==> config.mk <==
export PLATFORM = sky130hd
export DESIGN_NAME = lcd_reader_flat
export DESIGN_NICKNAME = d
export VERILOG_FILES = /design/src/rtl/lcd_reader_if.sv /design/src/rtl/lcd_reader.sv /design/src/flat_wrapper.sv
export SDC_FILE = /design/constraint.sdc
export NUM_CORES = 1
export LEC_CHECK = 0
export BUFFER_PORTS_ARGS = -buffer_cell sky130_fd_sc_hd__buf_2
export CAP_MARGIN = 25
export CORE_ASPECT_RATIO = 1.2
export CORE_MARGIN = 3
export CORE_UTILIZATION = 57
export CTS_CLUSTER_SIZE = 28
export DETAILED_ROUTE_END_ITERATION = 16
export GPL_TIMING_DRIVEN = 0
export PLACE_DENSITY = 0.78
export SLEW_MARGIN = 20
export SYNTH_ARGS = -nofsm -noshare
export SYNTH_HDL_FRONTEND = slang
export SYNTH_SLANG_ARGS = --single-unit
==> constraint.sdc <==
create_clock -name clk_10m -period 3.2 [get_ports clk_10m]
set_input_delay 0.32 -clock clk_10m [delete_from_list [all_inputs] [get_ports clk_10m]]
set_output_delay 0.32 -clock clk_10m [all_outputs]
set_load 0.05 [all_outputs]
==> src/rtl/lcd_reader_if.sv <==
`default_nettype none
// ============================================================================
//  Module      : lcd_reader_if
//  Description : Request/status and LCD read-bus signals of the HD44780 read
//                controller.
//                master : request source and pad side (drives requests, db_in)
//                slave  : lcd_reader (drives rs/rw/e and completion status)
//  Signals     : rd_bf, rd_data, wait_ready : one-cycle read requests
//                db_in                      : LCD data bus from pad
//                rs, rw, e                  : LCD control strobes
//                busy, valid                : operation in progress / done pulse
//                dout, bf, addr, timeout    : captured results
//  Revision    : 1.0 - initial release
// ============================================================================
interface lcd_reader_if;
    logic       rd_bf;
    logic       rd_data;
    logic       wait_ready;
    logic [7:0] db_in;
    logic       rs;
    logic       rw;
    logic       e;
    logic       busy;
    logic       valid;
    logic [7:0] dout;
    logic       bf;
    logic [6:0] addr;
    logic       timeout;

    modport master (
        output rd_bf, rd_data, wait_ready, db_in,
        input  rs, rw, e, busy, valid, dout, bf, addr, timeout
    );

    modport slave (
        input  rd_bf, rd_data, wait_ready, db_in,
        output rs, rw, e, busy, valid, dout, bf, addr, timeout
    );
endinterface
`default_nettype wire

==> src/rtl/lcd_reader.sv <==
`default_nettype none
// ============================================================================
//  Module      : lcd_reader
//  Description : Read-side bus controller for an HD44780-style 8-bit LCD.
//                Issues busy-flag/address reads (rs=0), data reads (rs=1) and
//                an autonomous busy-flag poll that repeats BF reads until BF
//                clears or the poll timeout expires. rw=1 marks a read and
//                also turns the db pad driver off.
//  Ports       : clk_10m - 10 MHz clock
//                rst     - synchronous active-high reset
//                bus     - lcd_reader_if.slave (requests, LCD strobes, results)
//  Revision    : 1.0 - initial release
// ============================================================================
module lcd_reader #(
    parameter int T_AS     = 1,
    parameter int T_PW     = 3,
    parameter int T_H      = 1,
    parameter int T_LOW    = 2,
    parameter int POLL_MAX = 20000
) (
    input  wire logic   clk_10m,
    input  wire logic   rst,
    lcd_reader_if.slave bus
);

    // Zero-valued timing parameters behave as one cycle.
    localparam int c_AS_EFF   = (T_AS     < 1) ? 1 : T_AS;
    localparam int c_PW_EFF   = (T_PW     < 1) ? 1 : T_PW;
    localparam int c_H_EFF    = (T_H      < 1) ? 1 : T_H;
    localparam int c_LOW_EFF  = (T_LOW    < 1) ? 1 : T_LOW;
    localparam int c_POLL_EFF = (POLL_MAX < 1) ? 1 : POLL_MAX;

    // Phase counters are loaded with (length - 1) and the phase exits at zero.
    localparam logic [15:0] c_AS_LD    = 16'(c_AS_EFF  - 1);
    localparam logic [15:0] c_PW_LD    = 16'(c_PW_EFF  - 1);
    localparam logic [15:0] c_H_LD     = 16'(c_H_EFF   - 1);
    localparam logic [15:0] c_LOW_LD   = 16'(c_LOW_EFF - 1);
    localparam logic [16:0] c_POLL_MAX = 17'(c_POLL_EFF);

    typedef enum logic [2:0] {
        S_IDLE    = 3'd0,
        S_SETUP   = 3'd1,
        S_ENABLE  = 3'd2,
        S_HOLD    = 3'd3,
        S_RECOVER = 3'd4
    } state_t;

    state_t      r_state, w_state;
    logic [15:0] r_cnt, w_cnt;
    logic [15:0] r_poll_cnt, w_poll_cnt;
    logic        r_poll, w_poll;
    logic        r_rs, w_rs;
    logic        r_rw, w_rw;
    logic        r_e, w_e;
    logic        r_busy, w_busy;
    logic        r_valid, w_valid;
    logic [7:0]  r_dout, w_dout;
    logic        r_bf, w_bf;
    logic [6:0]  r_addr, w_addr;
    logic        r_timeout, w_timeout;
    logic        w_phase_done;
    logic        w_req;

    assign w_phase_done = (r_cnt == 16'd0);
    assign w_req        = bus.wait_ready | bus.rd_bf | bus.rd_data;

    always_ff @(posedge clk_10m) begin
        if (rst) begin
            r_state    <= S_IDLE;
            r_cnt      <= 16'd0;
            r_poll_cnt <= 16'd0;
            r_poll     <= 1'b0;
            r_rs       <= 1'b0;
            r_rw       <= 1'b0;
            r_e        <= 1'b0;
            r_busy     <= 1'b0;
            r_valid    <= 1'b0;
            r_dout     <= 8'd0;
            r_bf       <= 1'b0;
            r_addr     <= 7'd0;
            r_timeout  <= 1'b0;
        end else begin
            r_state    <= w_state;
            r_cnt      <= w_cnt;
            r_poll_cnt <= w_poll_cnt;
            r_poll     <= w_poll;
            r_rs       <= w_rs;
            r_rw       <= w_rw;
            r_e        <= w_e;
            r_busy     <= w_busy;
            r_valid    <= w_valid;
            r_dout     <= w_dout;
            r_bf       <= w_bf;
            r_addr     <= w_addr;
            r_timeout  <= w_timeout;
        end
    end

    always_comb begin
        w_state    = r_state;
        w_cnt      = w_phase_done ? r_cnt : (r_cnt - 16'd1);
        // Poll counter runs for the whole poll and sticks at all-ones.
        w_poll_cnt = (r_poll && (r_poll_cnt != 16'hFFFF)) ? (r_poll_cnt + 16'd1) : r_poll_cnt;
        w_poll     = r_poll;
        w_rs       = r_rs;
        w_rw       = r_rw;
        w_e        = r_e;
        w_busy     = r_busy;
        w_valid    = 1'b0;
        w_dout     = r_dout;
        w_bf       = r_bf;
        w_addr     = r_addr;
        w_timeout  = r_timeout;

        case (r_state)
            S_IDLE: begin
                if (w_req) begin
                    // wait_ready > rd_bf > rd_data: only a lone rd_data selects rs=1.
                    w_poll     = bus.wait_ready;
                    w_rs       = ~(bus.wait_ready | bus.rd_bf);
                    w_rw       = 1'b1;
                    w_busy     = 1'b1;
                    w_timeout  = 1'b0;
                    w_poll_cnt = 16'd0;
                    w_cnt      = c_AS_LD;
                    w_state    = S_SETUP;
                end
            end
            S_SETUP: begin
                if (w_phase_done) begin
                    w_e     = 1'b1;
                    w_cnt   = c_PW_LD;
                    w_state = S_ENABLE;
                end
            end
            S_ENABLE: begin
                if (w_phase_done) begin
                    // Sample the bus on the falling edge of e.
                    w_e    = 1'b0;
                    w_dout = bus.db_in;
                    if (!r_rs) begin
                        w_bf   = bus.db_in[7];
                        w_addr = bus.db_in[6:0];
                    end
                    w_cnt   = c_H_LD;
                    w_state = S_HOLD;
                end
            end
            S_HOLD: begin
                if (w_phase_done) begin
                    w_rw    = 1'b0;
                    w_rs    = 1'b0;
                    w_cnt   = c_LOW_LD;
                    w_state = S_RECOVER;
                end
            end
            S_RECOVER: begin
                if (w_phase_done) begin
                    if (r_poll && r_bf && ({1'b0, r_poll_cnt} < c_POLL_MAX)) begin
                        // Controller still busy and budget left: re-read BF.
                        w_rw    = 1'b1;
                        w_rs    = 1'b0;
                        w_cnt   = c_AS_LD;
                        w_state = S_SETUP;
                    end else begin
                        w_timeout = r_poll & r_bf;
                        w_poll    = 1'b0;
                        w_busy    = 1'b0;
                        w_valid   = 1'b1;
                        w_state   = S_IDLE;
                    end
                end
            end
            default: begin
                w_state = S_IDLE;
            end
        endcase
    end

    assign bus.rs      = r_rs;
    assign bus.rw      = r_rw;
    assign bus.e       = r_e;
    assign bus.busy    = r_busy;
    assign bus.valid   = r_valid;
    assign bus.dout    = r_dout;
    assign bus.bf      = r_bf;
    assign bus.addr    = r_addr;
    assign bus.timeout = r_timeout;

endmodule
`default_nettype wire
==> src/flat_wrapper.sv <==
// flat-port wrapper written by rule: the top's interface ports become plain ports
module lcd_reader_flat 
#(
    parameter int T_AS     = 1,
    parameter int T_PW     = 3,
    parameter int T_H      = 1,
    parameter int T_LOW    = 2,
    parameter int POLL_MAX = 20000
)
  (clk_10m, rst, bus_rd_bf, bus_rd_data, bus_wait_ready, bus_db_in, bus_rs, bus_rw, bus_e, bus_busy, bus_valid, bus_dout, bus_bf, bus_addr, bus_timeout);
  lcd_reader_if bus_i ();
  input  wire logic clk_10m;
  input  wire logic rst;
  input wire logic [$bits(bus_i.rd_bf)-1:0] bus_rd_bf;
  input wire logic [$bits(bus_i.rd_data)-1:0] bus_rd_data;
  input wire logic [$bits(bus_i.wait_ready)-1:0] bus_wait_ready;
  input wire logic [$bits(bus_i.db_in)-1:0] bus_db_in;
  output wire logic [$bits(bus_i.rs)-1:0] bus_rs;
  output wire logic [$bits(bus_i.rw)-1:0] bus_rw;
  output wire logic [$bits(bus_i.e)-1:0] bus_e;
  output wire logic [$bits(bus_i.busy)-1:0] bus_busy;
  output wire logic [$bits(bus_i.valid)-1:0] bus_valid;
  output wire logic [$bits(bus_i.dout)-1:0] bus_dout;
  output wire logic [$bits(bus_i.bf)-1:0] bus_bf;
  output wire logic [$bits(bus_i.addr)-1:0] bus_addr;
  output wire logic [$bits(bus_i.timeout)-1:0] bus_timeout;
  assign bus_i.rd_bf = bus_rd_bf;
  assign bus_i.rd_data = bus_rd_data;
  assign bus_i.wait_ready = bus_wait_ready;
  assign bus_i.db_in = bus_db_in;
  assign bus_rs = bus_i.rs;
  assign bus_rw = bus_i.rw;
  assign bus_e = bus_i.e;
  assign bus_busy = bus_i.busy;
  assign bus_valid = bus_i.valid;
  assign bus_dout = bus_i.dout;
  assign bus_bf = bus_i.bf;
  assign bus_addr = bus_i.addr;
  assign bus_timeout = bus_i.timeout;
  lcd_reader #(.T_AS(T_AS), .T_PW(T_PW), .T_H(T_H), .T_LOW(T_LOW), .POLL_MAX(POLL_MAX)) u_core (.clk_10m(clk_10m), .rst(rst), .bus(bus_i));
endmodule
Word-level counts from Yosys, hierarchy flattened:

Index checks and enable logic that the tools add are counted.

* logic and storage cells: 89
* output and inout bits: 22
* flip-flop bits (word level): 58

* multiplexer cells: 39
* bitwise logic cells: 7
* magnitude comparators: 1
* reduce and logical (&&, ||, !) cells: 15
* add/sub/neg operators: 2
* equality and inequality tests: 12

Operators with widths (number)
* 2-to-1 mux 16 bit: 10
* one-hot mux 16 bit (5 select lines): 1
* adder 16 x 1 -> 16 bit (second input constant): 1
* logical NOT 16 bit: 1
* less-than comparator 16 x 15 -> 1 bit (second input constant): 1
* 2-to-1 mux 1 bit: 16
* != test 16 bit (second input constant): 1
* subtractor 16 x 1 -> 16 bit (second input constant): 1
* 2-to-1 mux 3 bit: 5
* one-hot mux 3 bit (5 select lines): 1
* != test 2 x 1 -> 1 bit (second input constant): 6
* AND reduction 5 bit: 2
* one-hot mux 1 bit (2 select lines): 4
* equality test 3 x 2 -> 1 bit (second input constant): 2
* one-hot mux 1 bit (3 select lines): 2
* AND reduction 3 bit: 2
* inverter 1 bit: 4
* AND reduction 4 bit: 1
* nonzero test 2 bit: 2
* equality test 3 x 1 -> 1 bit (second input constant): 1
* equality test 3 bit (second input constant): 1
* logical AND 1 bit: 3
* logical NOT 3 bit: 1
* nonzero test 3 bit: 1
* 5 further kinds: 6

Longest topological paths before layout:

* depth in word-level cells: 5
* mapped depth: 13

Worst setup path after synthesis:

OpenSTA, ideal clock, no wires.

* kind: reg2reg
* start point: register u_core.r_cnt[0]
* end point: register u_core.r_cnt[0]
* stages on the path, launching flop included: 13
* arrival: 2.196 ns
* path slack: 0.878 ns
* cell sequence: dfxtp_1 -> inv_1 -> ha_1 -> nor2b_1 -> nand4_2 -> nor2_2 -> inv_1 -> buf_2 -> ha_1 -> o211ai_1 -> o21ai_0 -> a22oi_1 -> o21ai_0

* longest elaborated chain between the ends: 5

Ends and longest elaborated chain
* start: declaration: line lcd_reader.sv:49 `logic [15:0] r_cnt, w_cnt;`
* start signal: assignment: line lcd_reader.sv:84 `r_cnt <= w_cnt;`
* subtractor 16 x 1 -> 16 bit / logical NOT 16 bit (equally long branches): line lcd_reader.sv:101, lcd_reader.sv:64
* 2-to-1 mux 16 bit: line lcd_reader.sv:101 `w_cnt = w_phase_done ? r_cnt : (r_cnt - 16'd1);`
* 2-to-1 mux 16 bit: line lcd_reader.sv:159 `if (r_poll && r_bf && ({1'b0, r_poll_cnt} < c_POLL_MAX)) begin`
* 2-to-1 mux 16 bit: line lcd_reader.sv:158 `if (w_phase_done) begin`
* one-hot mux 16 bit (5 select lines) (*): line lcd_reader.sv:115 `case (r_state)`

Every way passes the cells marked *; elsewhere a longest branch is shown, timed or not.
A chain may end at the register's enable or synchronous reset.

Worst setup path in the final report:

Same ends and word-level chain as after synthesis.

==> flow_metrics.py <==
metrics = {
    "run_status": {
        "outcome": "finished, final reports clean",
    },
    "power": {
        "internal_power_w": 0.00161,
        "p_leak_nw": 1.20,
        "powerDensity_nw_per_um2": 884,
        "pwr-share-seq": 0.313,
        "p_clk_frac": 0.234,
        "switchingPower_w": 0.00125,
        "swShare": 0.436,
        "peakVddDrop_mv": 0.653,
        "combPwrFrac": 0.453,
    },
    "floorplan": {
        "rows": 27,
        "io_pins": 35,
        "start_util": 0.600,
        "die_area_um2": 5790,
        "core_um2": 4660,
        "die_h_um": 82.8,
        "die_w_um": 70.0,
    },
    "timing": {
        "setup_ws_ps": 402,
        "fin_crit_ps": 2800,
        "hold_violations": 0,
        "tightest_slew_ps": 655,
        "max_freq_mhz": 357,
        "rsz0062_at_grt": "false",
        "maxSlewHeadroom": 0.559,
        "fin_crit_sh": 0.875,
        "finalMaxSlewViolations": 0,
        "fin_setup_tns_ps": 0,
        "setup_viol": 0,
        "finClkSkew_ps": 10.8,
    },
    "route": {
        "drt-total-wl_um": 6550,
        "drt_iter0_drc": 178,
        "vias": 2675,
        "wl_per_cell_um": 14.6,
        "drc": 0,
        "dr.pass1.iters": 4,
        "ant_nets": 0,
        "viasPerCell": 5.96,
    },
    "logic_synthesis": {
        "synthArstFlopShare": 0,
        "synth_edf_count": 0,
        "yosysWarnings": 0,
        "synthDistinctLibCells": 54,
        "ys_seq_area_frac": 0.415,
        "synth.avg_cell_area_um2": 8.21,
        "synth_ff_type": "dfxtp_1",
        "synth_cells": 341,
        "ys_seq_elements": 58,
        "syn-num-nets": 359,
        "syn-cell-area_um2": 2800,
    },
    "setup_path": {
        "cp.required_ps": 3420,
        "r2r_start": "u_core.r_cnt[0]$_SDFF_PP0_",
        "startpoint": "u_core.r_cnt[0]$_SDFF_PP0_",
        "crit_path_end_kind": "flop",
        "criticalPathCategory": "flop to flop",
        "start_kind": "flop",
        "crit_arrival_ps": 3020,
        "critical_path_peak_fanout": 11,
    },
    "clock_network": {
        "cts_sinks": 58,
        "htree_levels": 3,
        "cts_tree": "yes",
        "cts_hold_buffers": 0,
        "postCtsSetupBuffers": 0,
        "clockBufferDepth": 2,
        "cts-resized-gates": 0,
        "insertion_delay_ps": 350,
        "clk_pin_slew_ps": 70,
        "cts_buffers": 9,
        "root_buffer": "clkbuf_8",
    },
    "grt": {
        "grt_max_degree": 12,
        "grt_pass1_vias": 2395,
        "grt_pass1_wl_um": 10800,
        "grt.overflow.total": 0,
        "antenna_found_initial": 0,
        "grt_usage": 0.237,
    },
    "place": {
        "place_ws_ps": 429,
        "io_buffers": 34,
        "routabilityCongestion": 0.813,
        "hpwl_um": 4660,
    },
    "min_path": {
        "min_path_type": "primary input to flop",
        "min-delay-start": "bus_db_in[2]",
    },
    "final_layout": {
        "antenna_cells": 0,
        "area_delta_synth_final_pct": 15.6,
        "drive_above_1_share": 0.161,
        "mostFrequentLayoutCells": "58 x dfxtp_1, 43 x nor2_1, 36 x buf_2, 35 x nand2_1, 24 x a21oi_1",
        "final_common_cell": "dfxtp_1",
        "fin_nets": 404,
    },
    "run": {
        "max_cap_violations": 0,
    },
}
sequential cells by signal (all words and copies together) (netlist names):
register            count
u_core.r_state          3
u_core.bus.addr         7
u_core.bus.valid        1
u_core.bus.busy         1
u_core.r_cnt           16
u_core.r_poll           1
u_core.bus.rw           1
u_core.bus.bf           1
u_core.bus.e            1
u_core.bus.rs           1
u_core.bus.timeout      1
u_core.r_poll_cnt      16
u_core.bus.dout         8
synth_stat cells (3+ instances only):
cell / n / area, µm²
clkbuf_1: 15 / 56.3
a31oi_1: 5 / 31.3
xor2_1: 9 / 78.8
nor2_1: 43 / 161
inv_1: 7 / 26.3
and2_1: 3 / 18.8
nand4_1: 6 / 37.5
dfxtp_1: 58 / 1160
a21oi_1: 24 / 120
and4_1: 6 / 52.6
xnor2_1: 13 / 114
o21ai_0: 15 / 75.1
nand4b_1: 3 / 26.3
nor3_1: 13 / 65.1
ha_1: 5 / 62.6
nand2_1: 35 / 131
a211oi_1: 5 / 37.5
nand3_1: 22 / 110
nor4_1: 6 / 37.5
path summary, 6_finish.rpt:
path / to / slack (ps) / cells past startpoint
worst min register to register: u_core.bus.dout[6]$_SDFFE_PP0P_ / 450 / 2
worst max register to register: u_core.r_cnt[0]$_SDFF_PP0_ / 400 / 12
worst min-delay path: u_core.bus.addr[2]$_SDFFE_PP0P_ / 220 / 3
worst max-delay path: u_core.r_cnt[0]$_SDFF_PP0_ / 400 / 12
stage by stage:
stage          total power, W  utilization  hold slack [ps]  area, µm²  instances
2_1_floorplan         0.00192            -              445       2800        341
3_3_place_gp          0.00217        0.652              443       3040        433
3_5_place_dp          0.00220        0.652              449       3040        433
4_1_cts               0.00287        0.694              209       3240        449
5_1_grt               0.00305        0.694              221       3240        449
6_report              0.00286        0.694              221       3240        449
power groups by stage:
stage               combinational [W]  sequential (W)  clock (W)
finish                        0.00130        0.000896   0.000669
global route                  0.00144        0.000908   0.000704
CTS                           0.00130        0.000895   0.000676
detailed placement            0.00129        0.000909          0
global placement              0.00126        0.000906          0
floorplan                    0.000886         0.00104          0
cells by family after synthesis:
| logic type | Yosys count | synth area share |
|---|---|---|
| compound gates | 70 | 0.159 |
| xor+xnor | 22 | 0.0688 |
| fa+ha+maj | 5 | 0.0224 |
| buf+inv | 26 | 0.0376 |
| flops | 58 | 0.415 |
| mux | 2 | 0.00715 |
| simple gates | 158 | 0.291 |
worst max-delay path, stage by stage (launching register included):
cell and delay [ps]:
dfxtp_1 350, inv_1 120, ha_1 150, nor2b_1 240, nand4_2 340, nor2_2 370
inv_1 110, buf_2 200, ha_1 220, o211ai_1 160, o21ai_0 110, a22oi_1 200
o21ai_0 100
area by class of cell:
class	instances	area (µm²)
Multi-Input combinational cell	257	1530
Fill cell	389	1430
Sequential cell	58	1160
Timing Repair Buffer	34	170
Clock buffer	9	124
Buffer	19	78.8
Tap cell	58	72.6
Clock inverter	7	70.1
Inverter	7	26.3
layer usage:
metal,vias to the layer above,global-route usage,routed length (µm)
met4,0,0.105,108
li1,1324,-,-
met5,-,0,0
met1,1255,0.282,2980
met2,88,0.403,3120
met3,8,0.0666,342
Note: power is estimated with default switching activity, not from simulation.
